## config.mk

```make
export PLATFORM = sky130hd
export DESIGN_NAME = pwm_capture
export DESIGN_NICKNAME = d
export VERILOG_FILES = /design/src/rtl/pwm_capture_pkg.sv /design/src/rtl/pwm_sync_edge.sv /design/src/rtl/pwm_capture.sv
export SDC_FILE = /design/constraint.sdc
export NUM_CORES = 1
export LEC_CHECK = 0
export ABC_AREA = 1
export BUFFER_PORTS_ARGS = -buffer_cell sky130_fd_sc_hd__buf_4
export CAP_MARGIN = 20
export CORE_ASPECT_RATIO = 1.5
export CORE_MARGIN = 1
export CORE_UTILIZATION = 60
export CTS_CLUSTER_SIZE = 20
export DETAILED_ROUTE_END_ITERATION = 10
export PLACE_DENSITY = 0.82
export SLEW_MARGIN = 5
export SYNTH_ARGS = -nofsm -noshare
export SYNTH_HDL_FRONTEND = slang
export SYNTH_SLANG_ARGS = --single-unit
```

## constraint.sdc

```tcl
create_clock -name Clk_i -period 3.9 [get_ports Clk_i]
set_clock_uncertainty 0.2 [all_clocks]
set_input_delay 0.195 -clock Clk_i [delete_from_list [all_inputs] [get_ports Clk_i]]
set_output_delay 0.195 -clock Clk_i [all_outputs]
set_load 0.02 [all_outputs]
```

## src/rtl/pwm_capture_pkg.sv

```systemverilog
// Shared motor-control parameters: default measurement widths/timeouts and
// the capture FSM state encoding. Used by the PWM capture block and the PWM
// generator so both agree on counter width and timeout defaults.
package pwm_capture_pkg;

  localparam int unsigned CNT_WIDTH_DEF = 20;
  localparam int unsigned TIMEOUT_DEF   = 1000000;

  typedef enum logic [1:0] {
    ST_IDLE = 2'd0,
    ST_HIGH = 2'd1,
    ST_LOW  = 2'd2
  } cap_state_e;

endpackage

```

## src/rtl/pwm_sync_edge.sv

```systemverilog
// Two-flop synchronizer plus one edge-detect register for an asynchronous
// PWM input.
//   clk_i   : system clock
//   rst_i   : asynchronous active-high reset
//   pwm_i   : asynchronous PWM input
//   level_o : synchronized level (second synchronizer flop)
//   rise_o  : one-cycle pulse on a synchronized 0->1 transition
//   fall_o  : one-cycle pulse on a synchronized 1->0 transition
module pwm_sync_edge (
  input  logic clk_i,
  input  logic rst_i,
  input  logic pwm_i,
  output logic level_o,
  output logic rise_o,
  output logic fall_o
);

  logic s1_q, s2_q, prev_q;

  always_ff @(posedge clk_i or posedge rst_i) begin
    if (rst_i) begin
      s1_q   <= 1'b0;
      s2_q   <= 1'b0;
      prev_q <= 1'b0;
    end else begin
      s1_q   <= pwm_i;
      s2_q   <= s1_q;
      prev_q <= s2_q;
    end
  end

  assign level_o = s2_q;
  assign rise_o  = s2_q & ~prev_q;
  assign fall_o  = ~s2_q & prev_q;

endmodule

```

## src/rtl/pwm_capture.sv

```systemverilog
// PWM period / high-time capture.
//   Clk_i        : system clock
//   Reset_i      : asynchronous active-high reset
//   Pwm_i        : asynchronous PWM input
//   High_cnt_o   : high time of the last complete period (cycles)
//   Period_cnt_o : last complete period (cycles)
//   Valid_o      : one-cycle strobe when the count outputs update
//   Timeout_o    : sticky, no period completed within TIMEOUT_P cycles
//   Level_o      : synchronized input level
module pwm_capture
  import pwm_capture_pkg::*;
#(
  parameter int unsigned CNT_WIDTH_P = CNT_WIDTH_DEF,
  parameter int unsigned TIMEOUT_P   = TIMEOUT_DEF
) (
  input  logic                   Clk_i,
  input  logic                   Reset_i,
  input  logic                   Pwm_i,
  output logic [CNT_WIDTH_P-1:0] High_cnt_o,
  output logic [CNT_WIDTH_P-1:0] Period_cnt_o,
  output logic                   Valid_o,
  output logic                   Timeout_o,
  output logic                   Level_o
);

  localparam logic [CNT_WIDTH_P-1:0] TIMEOUT_C = CNT_WIDTH_P'(TIMEOUT_P);
  localparam logic [CNT_WIDTH_P-1:0] ONE_C     = CNT_WIDTH_P'(1);

  logic rise, fall;

  pwm_sync_edge u_sync (
    .clk_i   (Clk_i),
    .rst_i   (Reset_i),
    .pwm_i   (Pwm_i),
    .level_o (Level_o),
    .rise_o  (rise),
    .fall_o  (fall)
  );

  cap_state_e             state_q, state_d;
  logic [CNT_WIDTH_P-1:0] cnt_q, cnt_d;
  logic [CNT_WIDTH_P-1:0] cap_q, cap_d;      // high time of the period in progress
  logic [CNT_WIDTH_P-1:0] high_q, high_d;
  logic [CNT_WIDTH_P-1:0] per_q, per_d;
  logic                   valid_q, valid_d;
  logic                   to_q, to_d;

  always_ff @(posedge Clk_i or posedge Reset_i) begin
    if (Reset_i) begin
      state_q <= ST_IDLE;
      cnt_q   <= '0;
      cap_q   <= '0;
      high_q  <= '0;
      per_q   <= '0;
      valid_q <= 1'b0;
      to_q    <= 1'b0;
    end else begin
      state_q <= state_d;
      cnt_q   <= cnt_d;
      cap_q   <= cap_d;
      high_q  <= high_d;
      per_q   <= per_d;
      valid_q <= valid_d;
      to_q    <= to_d;
    end
  end

  // The counter is 1 in the cycle after a rise pulse, so its value in the
  // cycle of the next edge pulse is exactly the distance between pulses.
  // The timeout check takes priority, which keeps the counter bounded by
  // TIMEOUT_P and therefore free of wrap.
  always_comb begin
    state_d = state_q;
    cnt_d   = cnt_q;
    cap_d   = cap_q;
    high_d  = high_q;
    per_d   = per_q;
    valid_d = 1'b0;
    to_d    = to_q;
    unique case (state_q)
      ST_IDLE: begin
        cnt_d = '0;
        if (rise) begin
          state_d = ST_HIGH;
          cnt_d   = ONE_C;
        end
      end
      ST_HIGH: begin
        if (cnt_q == TIMEOUT_C) begin
          to_d    = 1'b1;
          state_d = ST_IDLE;
          cnt_d   = '0;
        end else begin
          cnt_d = cnt_q + ONE_C;
          if (fall) begin
            state_d = ST_LOW;
            cap_d   = cnt_q;
          end
        end
      end
      ST_LOW: begin
        if (cnt_q == TIMEOUT_C) begin
          to_d    = 1'b1;
          state_d = ST_IDLE;
          cnt_d   = '0;
        end else if (rise) begin
          state_d = ST_HIGH;
          cnt_d   = ONE_C;
          per_d   = cnt_q;
          high_d  = cap_q;
          valid_d = 1'b1;
          to_d    = 1'b0;
        end else begin
          cnt_d = cnt_q + ONE_C;
        end
      end
      default: begin
        state_d = ST_IDLE;
        cnt_d   = '0;
      end
    endcase
  end

  assign High_cnt_o   = high_q;
  assign Period_cnt_o = per_q;
  assign Valid_o      = valid_q;
  assign Timeout_o    = to_q;

endmodule

```

==> impl_metrics.py <==
metrics = {
    "run_status": {
        "status": "finished, final reports clean",
    },
    "cts": {
        "cts_tree": "yes",
        "clk_pin_slew_ps": 80,
        "cts_root_buf": "clkbuf_8",
        "numCtsBuffers": 9,
        "post_cts_resize_count": 0,
        "clock_path_buffers": 2,
        "cts.sink_count": 87,
        "insertion_delay_ps": 350,
        "htree_levels": 3,
    },
    "route": {
        "dr.pass1.iters": 5,
        "dr.first_iter.drc_count": 171,
        "wl_per_cell_um": 14.9,
        "routed_wl_um": 8810,
        "ant_nets": 0,
        "drc": 0,
        "num_vias": 3155,
        "vias_per_cell": 5.33,
    },
    "logic_synthesis": {
        "syn_area_per_cell_um2": 8.20,
        "netlist_top_cells_count": "nand2_1 (187), dfrtp_1 (87), nor2_1 (47)",
        "synth.top_cell.area_share": 0.561,
        "synth_most_common_cell": "nand2_1",
        "ys_seq_area_frac": 0.561,
        "syn_area_um2": 3880,
        "synth_top_area_cell": "dfrtp_1",
        "async_reset_ff_frac": 1.00,
        "synth_area_leaders": "dfrtp_1 (56%), nand2_1 (18%), nor2_1 (4.5%)",
        "ys_ff_latch": 87,
        "ys.flop_type": "dfrtp_1",
        "yosys_warnings": 0,
        "synth-edff-count": 0,
        "syn_inst": 473,
        "synth_fp_nets": 478,
        "synth_cell_type_count": 24,
    },
    "setup_path": {
        "arrival_ps": 2810,
        "cp-end-kind": "flip-flop",
        "crit_path_max_fanout": 59,
        "slowest_delay_ps": 580,
        "critPathSlowestCell": "nand2_4",
        "cp_common_cell": "nand2_1",
        "worstPathCellList": "inv_1 > ha_1 > nand2_1 > nor2_1 > nand3_4 > nand2_4 > inv_2 > nand2_1 > nand2_1",
        "r2r_cells": 9,
        "path_class": "flip-flop to flip-flop",
        "cp_data_required_time_ps": 3930,
        "start_kind": "flip-flop",
    },
    "global_routing": {
        "gr-usage-all-layers": 0.293,
        "grt_max_degree": 63,
        "grt_pass1_wl_um": 14500,
        "antenna_found_initial": 0,
        "grt-ovfl-total": 0,
        "grt_pass1_vias": 3085,
    },
    "sta": {
        "fin_crit_ps": 2770,
        "fmax_mhz": 360,
        "worst_pin_slew_ps": 667,
        "fin_ws_ps": 1130,
        "max_slew_margin": 0.554,
        "fin_crit_sh": 0.711,
        "setup_viol": 0,
        "grt_setup_unrepaired": "no",
        "drv_slew": 0,
        "finalHoldViolCount": 0,
        "setup-tns-final_ps": 0,
    },
    "layout": {
        "drive_gt1_frac": 0.135,
        "n_fill_cell": 502,
        "layout.nets": 519,
        "diodes": 0,
        "area_growth_pct": 14.3,
        "fin_util": 0.718,
    },
    "floorplan": {
        "die_area_um2": 6800,
        "rows": 35,
        "io_pins": 46,
        "core_um2": 6170,
        "die_x_um": 67.7,
        "die_h_um": 100,
        "start_util": 0.628,
    },
    "placed_design": {
        "gp_congestion": 0.965,
        "place_hpwl_um": 6140,
        "pre_cts_ws_ps": 1170,
        "portBuffers": 45,
    },
    "power_and_ir_drop": {
        "fin_total_pwr_mw": 1.95,
        "total_leakage_power_nw": 2.33,
        "vdd_drop_max_mv": 0.385,
        "p_per_area_nw_per_um2": 441,
    },
    "hold_path": {
        "hp-class": "flip-flop to flip-flop",
        "holdPathStages": 0,
    },
    "run": {
        "maxCapViolCount": 0,
    },
}
-- layer usage --
metal	vias up	global-route usage	routed length, um
met3	15	0.0532	359
met2	76	0.512	4690
met1	1498	0.339	3560
met5	-	0	0
met4	0	0.131	204
li1	1566	-	-
-- power breakdown --
group          total [mW]  switching (mW)  internal (mW)
Clock               0.590           0.296          0.293
Combinational       0.361           0.264         0.0973
Sequential           1.00          0.0494          0.954
-- cell usage in the layout, fill, tap and decap left out, drive strengths merged --
master       count
clkbuf          12
bufinv           1
a21oi            4
nand2          188
ha               2
a31oi            1
o211ai           1
clkinvlp         2
nand4           25
dlygate4sd3      2
buf             48
nand3           21
xnor2            1
clkinv           1
dfrtp           87
nor2            51
nor3             4
inv             40
o21ai           23
xor2             4
-- worst paths after layout --
check / from / endpoint / slack, ps
max in group asynchronous: Reset_i / cnt_q[15] / 2370
min in group asynchronous: Reset_i / High_cnt_o[3] / 190
worst min register to register: u_sync.s1_q / u_sync.level_o / 170
worst min-delay path: u_sync.s1_q / u_sync.level_o / 170
worst max register to register: cnt_q[0] / High_cnt_o[11] / 1130
worst max-delay path: cnt_q[0] / High_cnt_o[11] / 1130
-- sequential cells by signal, indices dropped and copies added (netlist names) --
| signal | count |
|---|---|
| Valid_o | 1 |
| cnt_q | 20 |
| u_sync.level_o | 1 |
| u_sync.prev_q | 1 |
| u_sync.s1_q | 1 |
| High_cnt_o | 20 |
| cap_q | 20 |
| Timeout_o | 1 |
| Period_cnt_o | 20 |
| state_q | 2 |
-- cell type report --
class	count	area, um^2	area share
clock buffers	12	135	0.0305
clock inverters	3	45.0	0.0102
inverters	41	155	0.0350
multi-input cells	325	1440	0.324
flip-flops and latches	87	2180	0.491
well taps	74	92.6	0.0209
repair buffers	50	393	0.0886
-- cells by family after synthesis --
kind of cell	count (synthesis)	share of synthesized area
buf+inv	61	0.0687
xor+xnor	5	0.0113
flops	87	0.561
compound gates	29	0.0394
simple gates	289	0.313
fa+ha+maj	2	0.00645
-- metrics by stage --
| step | instance area [um^2] | hold WS (ps) | instances |
|---|---|---|---|
| 6_report | 4430 | 165 | 592 |
| 5_1_grt | 4430 | 172 | 592 |
| 4_1_cts | 4410 | 169 | 591 |
| 3_5_place_dp | 4210 | 106 | 574 |
| 3_3_place_gp | 4210 | 105 | 574 |
| 2_1_floorplan | 3880 | 26.4 | 473 |
-- timing repair --
action,4_1_cts,5_1_grt
hold endpoints to repair,62,0
hold buffers,2,0
buffers inserted,0,0
-- worst max-delay path, delay by kind of cell, from the launching register on --
| kind | cells | cell delay, ps |
|---|---|---|
| fa+ha+maj | 1 | 170 |
| buf+inv | 2 | 440 |
| flops | 1 | 480 |
| simple gates | 6 | 1360 |
Note: power is estimated with default switching activity, not from simulation.
